### src/rtl/filtro_imagen.sv
// filtro_imagen: frame-walking pixel filter feeding the VGA frame buffer.
// Reads every source pixel in raster order, applies pass/invert/threshold
// (or horizontal smoothing) and writes the result to the same address.
// Optional feature macro: FILTRO_SMOOTH_EN enables the smoothing filter
// (mode 3) together with its prev register and column counter; without it
// mode 3 behaves as pass.
module filtro_imagen #(
    parameter int WIDTH  = 640,
    parameter int HEIGHT = 480,
    parameter int ADDR_W = 19
) (
    input  logic              clk,
    input  logic              reset,
    input  logic              start,
    input  logic [1:0]        filter_sel,
    input  logic [7:0]        param,
    output logic [ADDR_W-1:0] src_addr,
    input  logic [7:0]        src_data,
    output logic [ADDR_W-1:0] dst_addr,
    output logic [7:0]        dst_data,
    output logic              dst_we,
    output logic              busy,
    output logic              done
);

    localparam logic [ADDR_W-1:0] LP_LAST = ADDR_W'(WIDTH * HEIGHT - 1);

    typedef enum logic [2:0] {
        S_IDLE,
        S_READ,
        S_CAPTURE,
        S_WRITE,
        S_DONE
    } state_t;

    state_t            r_state;
    logic [1:0]        r_mode;
    logic [7:0]        r_param;
    logic [ADDR_W-1:0] r_pix_addr;
    logic [ADDR_W-1:0] r_src_addr;
    logic [ADDR_W-1:0] r_dst_addr;
    logic [7:0]        r_dst_data;
    logic              r_dst_we;
    logic              r_busy;
    logic              r_done;
    logic [7:0]        w_filt;

`ifdef FILTRO_SMOOTH_EN
    localparam int XW = (WIDTH > 1) ? $clog2(WIDTH) : 1;
    localparam logic [XW-1:0] LP_XLAST = XW'(WIDTH - 1);

    logic [XW-1:0] r_x;
    logic [7:0]    r_cur;
    logic [7:0]    r_prev;
    logic [7:0]    w_p;
    logic [8:0]    w_sum;
`endif

    assign src_addr = r_src_addr;
    assign dst_addr = r_dst_addr;
    assign dst_data = r_dst_data;
    assign dst_we   = r_dst_we;
    assign busy     = r_busy;
    assign done     = r_done;

    // Filter applied to the pixel arriving from the source RAM during CAPTURE.
    always_comb begin
        w_filt = src_data;
`ifdef FILTRO_SMOOTH_EN
        w_p    = (r_x == '0) ? src_data : r_prev;
        w_sum  = {1'b0, w_p} + {1'b0, src_data} + 9'd1;
`endif
        case (r_mode)
            2'd1:    w_filt = 8'd255 - src_data;
            2'd2:    w_filt = (src_data >= r_param) ? '1 : '0;
`ifdef FILTRO_SMOOTH_EN
            2'd3:    w_filt = w_sum[8:1];
`endif
            default: w_filt = src_data;
        endcase
    end

    // Frame FSM with registered outputs. The read address is loaded on the
    // edge entering READ so it is already on src_addr throughout READ; the
    // write strobe and data are loaded on the edge entering WRITE.
    always_ff @(posedge clk or posedge reset) begin
        if (reset) begin
            r_state    <= S_IDLE;
            r_mode     <= '0;
            r_param    <= '0;
            r_pix_addr <= '0;
            r_src_addr <= '0;
            r_dst_addr <= '0;
            r_dst_data <= '0;
            r_dst_we   <= 1'b0;
            r_busy     <= 1'b0;
            r_done     <= 1'b0;
`ifdef FILTRO_SMOOTH_EN
            r_x        <= '0;
            r_cur      <= '0;
            r_prev     <= '0;
`endif
        end else begin
            case (r_state)
                S_IDLE: begin
                    r_done   <= 1'b0;
                    r_dst_we <= 1'b0;
                    if (start) begin
                        r_mode     <= filter_sel;
                        r_param    <= param;
                        r_pix_addr <= '0;
                        r_src_addr <= '0;
                        r_busy     <= 1'b1;
`ifdef FILTRO_SMOOTH_EN
                        r_x        <= '0;
`endif
                        r_state    <= S_READ;
                    end
                end
                S_READ: begin
                    r_state <= S_CAPTURE;
                end
                S_CAPTURE: begin
`ifdef FILTRO_SMOOTH_EN
                    r_cur      <= src_data;
`endif
                    r_dst_we   <= 1'b1;
                    r_dst_addr <= r_pix_addr;
                    r_dst_data <= w_filt;
                    r_state    <= S_WRITE;
                end
                S_WRITE: begin
                    r_dst_we <= 1'b0;
`ifdef FILTRO_SMOOTH_EN
                    r_prev   <= r_cur;
`endif
                    if (r_pix_addr == LP_LAST) begin
                        r_busy  <= 1'b0;
                        r_done  <= 1'b1;
                        r_state <= S_DONE;
                    end else begin
                        r_pix_addr <= r_pix_addr + ADDR_W'(1);
                        r_src_addr <= r_pix_addr + ADDR_W'(1);
`ifdef FILTRO_SMOOTH_EN
                        r_x        <= (r_x == LP_XLAST) ? '0 : r_x + XW'(1);
`endif
                        r_state    <= S_READ;
                    end
                end
                S_DONE: begin
                    r_done  <= 1'b0;
                    r_state <= S_IDLE;
                end
                default: r_state <= S_IDLE;
            endcase
        end
    end

endmodule
### config.mk
export PLATFORM = sky130hd
export DESIGN_NAME = filtro_imagen
export DESIGN_NICKNAME = d
export VERILOG_FILES = /design/src/rtl/filtro_imagen.sv
export SDC_FILE = /design/constraint.sdc
export NUM_CORES = 1
export LEC_CHECK = 0
export CAP_MARGIN = 20
export CORE_AREA = 2 2 89 108
export CTS_CLUSTER_SIZE = 14
export DETAILED_ROUTE_END_ITERATION = 10
export DIE_AREA = 0 0 91 110
export SKIP_LAST_GASP = 1
export SYNTH_ARGS = -nofsm -noshare
export SYNTH_HDL_FRONTEND = slang
export SYNTH_SLANG_ARGS = --single-unit
### constraint.sdc
create_clock -name clk -period 2.86 [get_ports clk]
set_input_delay 0.572 -clock clk [delete_from_list [all_inputs] [get_ports clk]]
set_output_delay 0.572 -clock clk [all_outputs]
set_load 0.02 [all_outputs]
[Yosys cells after proc, flatten, opt, wreduce, memory -nomap -nowiden]
Cells that the tools add are included.
Cells by class
  $add $sub $neg: 2
  $lt $le $gt $ge: 1
  equal/unequal tests: 10
  multiplexer cells: 14
  reduce and logical (&&, ||, !) cells: 10
Operator list (number)
  $mux W19: 2
  $pmux W19 S2: 1
  $add A19 B1 Y19 const B: 1
  $eq A19 B19 Y1 const B: 1
  $pmux W8 S2: 1
  $pmux W3 S4: 1
  $ge A8 B8 Y1: 1
  $mux W8: 1
  $sub A8 B8 Y8 const A: 1
  $eq A3 B2 Y1 const B: 2
  $mux W3: 2
  $ne A2 B2 Y1 const B: 3
  $pmux W1 S2: 3
  $reduce_and A3 Y1: 2
  $reduce_bool A2 Y1: 3
  $reduce_and A2 Y1: 2
  $reduce_or A2 Y1: 2
  $eq A3 B1 Y1 const B: 1
  $eq A3 B3 Y1 const B: 1
  $logic_not A3 Y1: 1
  $mux W1: 3
  $eq A2 B1 Y1 const B: 1
  $eq A2 B2 Y1 const B: 1
Storage, ports and cells
  register bits after elaboration: 62
  bits of input ports: 21
  output and inout port bits: 49
  word-level logic and storage cells: 46

[Longest topological paths before layout]
  depth in word-level cells: 4
  mapped depth: 6
  depth with buffers taken out: 6

[Worst setup path before layout]
Ideal clock, no wire load.
  kind: register to register
  from: register, netlist name src_addr[1]
  to: register r_src_addr[18] (netlist: src_addr[18])
  arrival: 2.122 ns
  data required time: 2.782 ns
  slack: 0.660 ns
  stages on the path, launching flop included: 7
  buffers on the path: 1
  period minus slack after synthesis: 2.200 ns
  cells stage by stage: dfrtp_1 -> ha_1 -> nand2_1 -> or4_1 -> buf_2 -> or4_1 -> a21oi_1
RTL lines
  end signal: assignment: RTL line 143  | r_src_addr <= r_pix_addr + ADDR_W'(1);
  end: declaration: RTL line 40  | logic [ADDR_W-1:0] r_src_addr;

==> summary.txt <==
Main synth FF type: dfrtp_1
Netlist cell types: 51
Ant diodes: 0
Final Hold Violating Endpoints: 0
Worst Hold Margin: 504 ps
Largest cells by area after synthesis: dfrtp_1, mux2_2, ha_1, nand2_1, o21ai_0
DRC errors left: 0
Skew-Pair Late Insertion Delay: 330 ps
VDD IR-drop max: 0.257 mV
HP Class: reg -> reg
Sequential area share after synthesis: 50.9%
TritonCTS clock tree: done
Antenna-violating nets left: 0
Fin crit share: 83.1%
Initial cell density of the core: 34.1%
Reg2Reg Capture Point: src_addr[18]$_DFFE_PP0P_
Vias in the first global route: 2,587
CP cell instances: ha_1, nand2_1, or4_1, or4_1, a21oi_1
Max Slew Vio Count: 0
Vias per Instance: 5.15
CP required: 3110 ps
WL/cell: 15.2 um
Yosys top cell area share: 50.9%
Total grt overflow: 0
Clock Pin Slew Worst Setup and Hold Paths: 70 ps
Power Density: 498 nW/um2
Share of cells above drive strength 1: 13.7%
CP max FO: 10
Cell row count: 38
Fin Clk Skew: 7.25 ps
Critical hold path startpoint: dst_we$_DFFE_PP0P_
Num CTS Buffers: 9
Die X: 91 um
First-pass GRT wire length: 12,800 um
Max stage delay on crit path: 710 ps
Total iterations of the first detailed-routing run: 5
Status: finished, final reports clean
Crit Reg-Reg Startpoint: src_addr[0]$_DFFE_PP0P_
DP HPWL: 5250 um
Ports: 70
# setup viols final: 0
Drt initial violations: 105
Core area: 8940 um2
Most frequent cell after synthesis: dfrtp_1
Register bit total from synthesis: 62
CTS root buf: clkbuf_8
Asr flop ratio synth: 100%
Antenna violations before repair: 0
Post-CTS Setup Bufs: 0
Yosys top cell by area: dfrtp_1
Fmax achieved: 421 MHz
Vias: 2,532
Unrepaired setup endpoints after global routing: false
GRT Util Overall: 16.0%
Synth warn: 0
Die Y: 110 um
Count of cells resized by post-cts repair: 0
DRT Wirelength: 7470 um
Placer Congestion: 0.832
Nets: 399
Final worst path period need: 2380 ps
Met3 Track Usage GR: 2.92%
CTS Sinks: 62
Post-synthesis cell count: 291
Mean post-synth cell area: 10.5 um2
Largest net degree at the start of global routing: 31
Grt met2 use: 26.1%
Pleak: 1.75 nW
Most used routing layer: met2
Count of hold-fix buffers inserted at cts: 0
Critical path startpoint category: register
Max-Cap Viols: 0
Critical path type: reg -> reg
EDFF count, synth: 0
Most frequent CP cell: or4_1
Crit path DAT: 2630 ps
Slew margin rel.: 56.5%
Die Footprint: 10,000 um2
Syn Nets: 323
Commonest cells in the netlist: dfrtp_1, nand2_1, o21ai_0, a21oi_1, mux2_2
Met1 Usage GRT: 20.9%
Hold Path Stages: 2
Worst hold path endpoint: dst_we$_DFFE_PP0P_
TNS Setup: 0 ps
Worst Reg-to-Reg Cells: 5
Max Buffers Root-to-Sink: 2
Slew @ Worst Pin: 636 ps
Maximum level of the CTS H-tree: 3
R2R Setup Slk: 480 ps
Area grow syn2layout: 35.8%
Mapped Area: 3050 um2
Crit path max-delay cell type: or4_1
CP Capture Type: register
IO Port Bufs: 69
==> how the worst max path moves through the flow <==
stage	startpoint	end	slack [ps]	cells after the start
3_5_place_dp	src_data[0]	dst_data[2]$_DFFE_PP0P_	320	7
4_1_cts	src_addr[0]$_DFFE_PP0P_	src_addr[18]$_DFFE_PP0P_	480	5
2_1_floorplan	src_addr[1]$_DFFE_PP0P_	src_addr[18]$_DFFE_PP0P_	660	6
3_3_place_gp	src_data[0]	dst_data[0]$_DFFE_PP0P_	350	7
5_1_grt	src_addr[0]$_DFFE_PP0P_	src_addr[18]$_DFFE_PP0P_	420	5
6_report	src_addr[0]$_DFFE_PP0P_	src_addr[18]$_DFFE_PP0P_	480	5
==> layout make-up <==
| type | count | area (um2) |
|---|---|---|
| fillers | 907 | 4800 |
| flip-flops and latches | 62 | 1550 |
| multi-input cells | 201 | 1390 |
| repair buffers | 79 | 778 |
| well taps | 120 | 150 |
| clock buffers | 12 | 145 |
| clock inverters | 4 | 70.1 |
| inverters | 14 | 52.6 |
==> layout by cell type (no fill, tap or decap), types with 5 or more instances in the layout <==
master and instances:
a21oi_1 21, nand3_1 5, inv_1 13, nand2b_1 13
buf_4 9, clkbuf_8 10, o22ai_1 8, mux2i_1 5
dfrtp_1 62, nand4_1 7, ha_1 11, mux2_2 20
nand2_1 33, o21ai_0 22, clkdlybuf4s50_1 69
==> routing by layer <==
layer	share of wire (%)	vias to the layer above	routed length [um]
met3	4.5	9	333
met4	1.3	0	94
li1	-	1218	-
met2	48	65	3580
met5	0	-	0
met1	46	1240	3470
==> logic make-up after synthesis <==
kind of cell	after synthesis	share of synthesized area (%)
compound gates	73	15.0
xor+xnor	1	0.287
fa+ha+maj	11	4.52
buf+inv	28	3.61
flops	62	50.9
mux	25	9.03
simple gates	91	16.6
==> where the power goes <==
group          internal [mW]  total (mW)  leakage [nW]  switching, mW
clock                  0.513       0.850         0.110          0.337
sequential             0.921       0.952         0.755         0.0317
combinational          0.130       0.261         0.889          0.131
total                   1.56        2.06          1.75          0.500
==> worst max-delay path, delay by kind of cell, from the launching register on <==
family | cells | cell delay [ps]
AND/OR/NAND/NOR | 3 | 1380
flip-flops | 1 | 480
adder cells (fa/ha/maj) | 1 | 270
AO/OA/AOI/OAI | 1 | 170
==> sequential cells by signal (all words and copies together), names as in the netlist <==
signal and flops:
dst_addr 19, src_addr 19, dst_data 8, r_param 8, r_state 3, r_mode 2, busy 1, done 1
dst_we 1
==> through the flow <==
step                area [um2]  setup WS [ps]  power [mW]  utilization [%]  std cells
CTS                       4140            484        2.09             46.3        492
finish                    4140            485        2.06             46.3        492
global placement          3930            353        1.23             43.9        476
detailed placement        3930            318        1.23             43.9        476
floorplan                 3050            660        1.09                -        291
global route              4140            419        2.16             46.3        492
(Power assumes the default switching activity.)
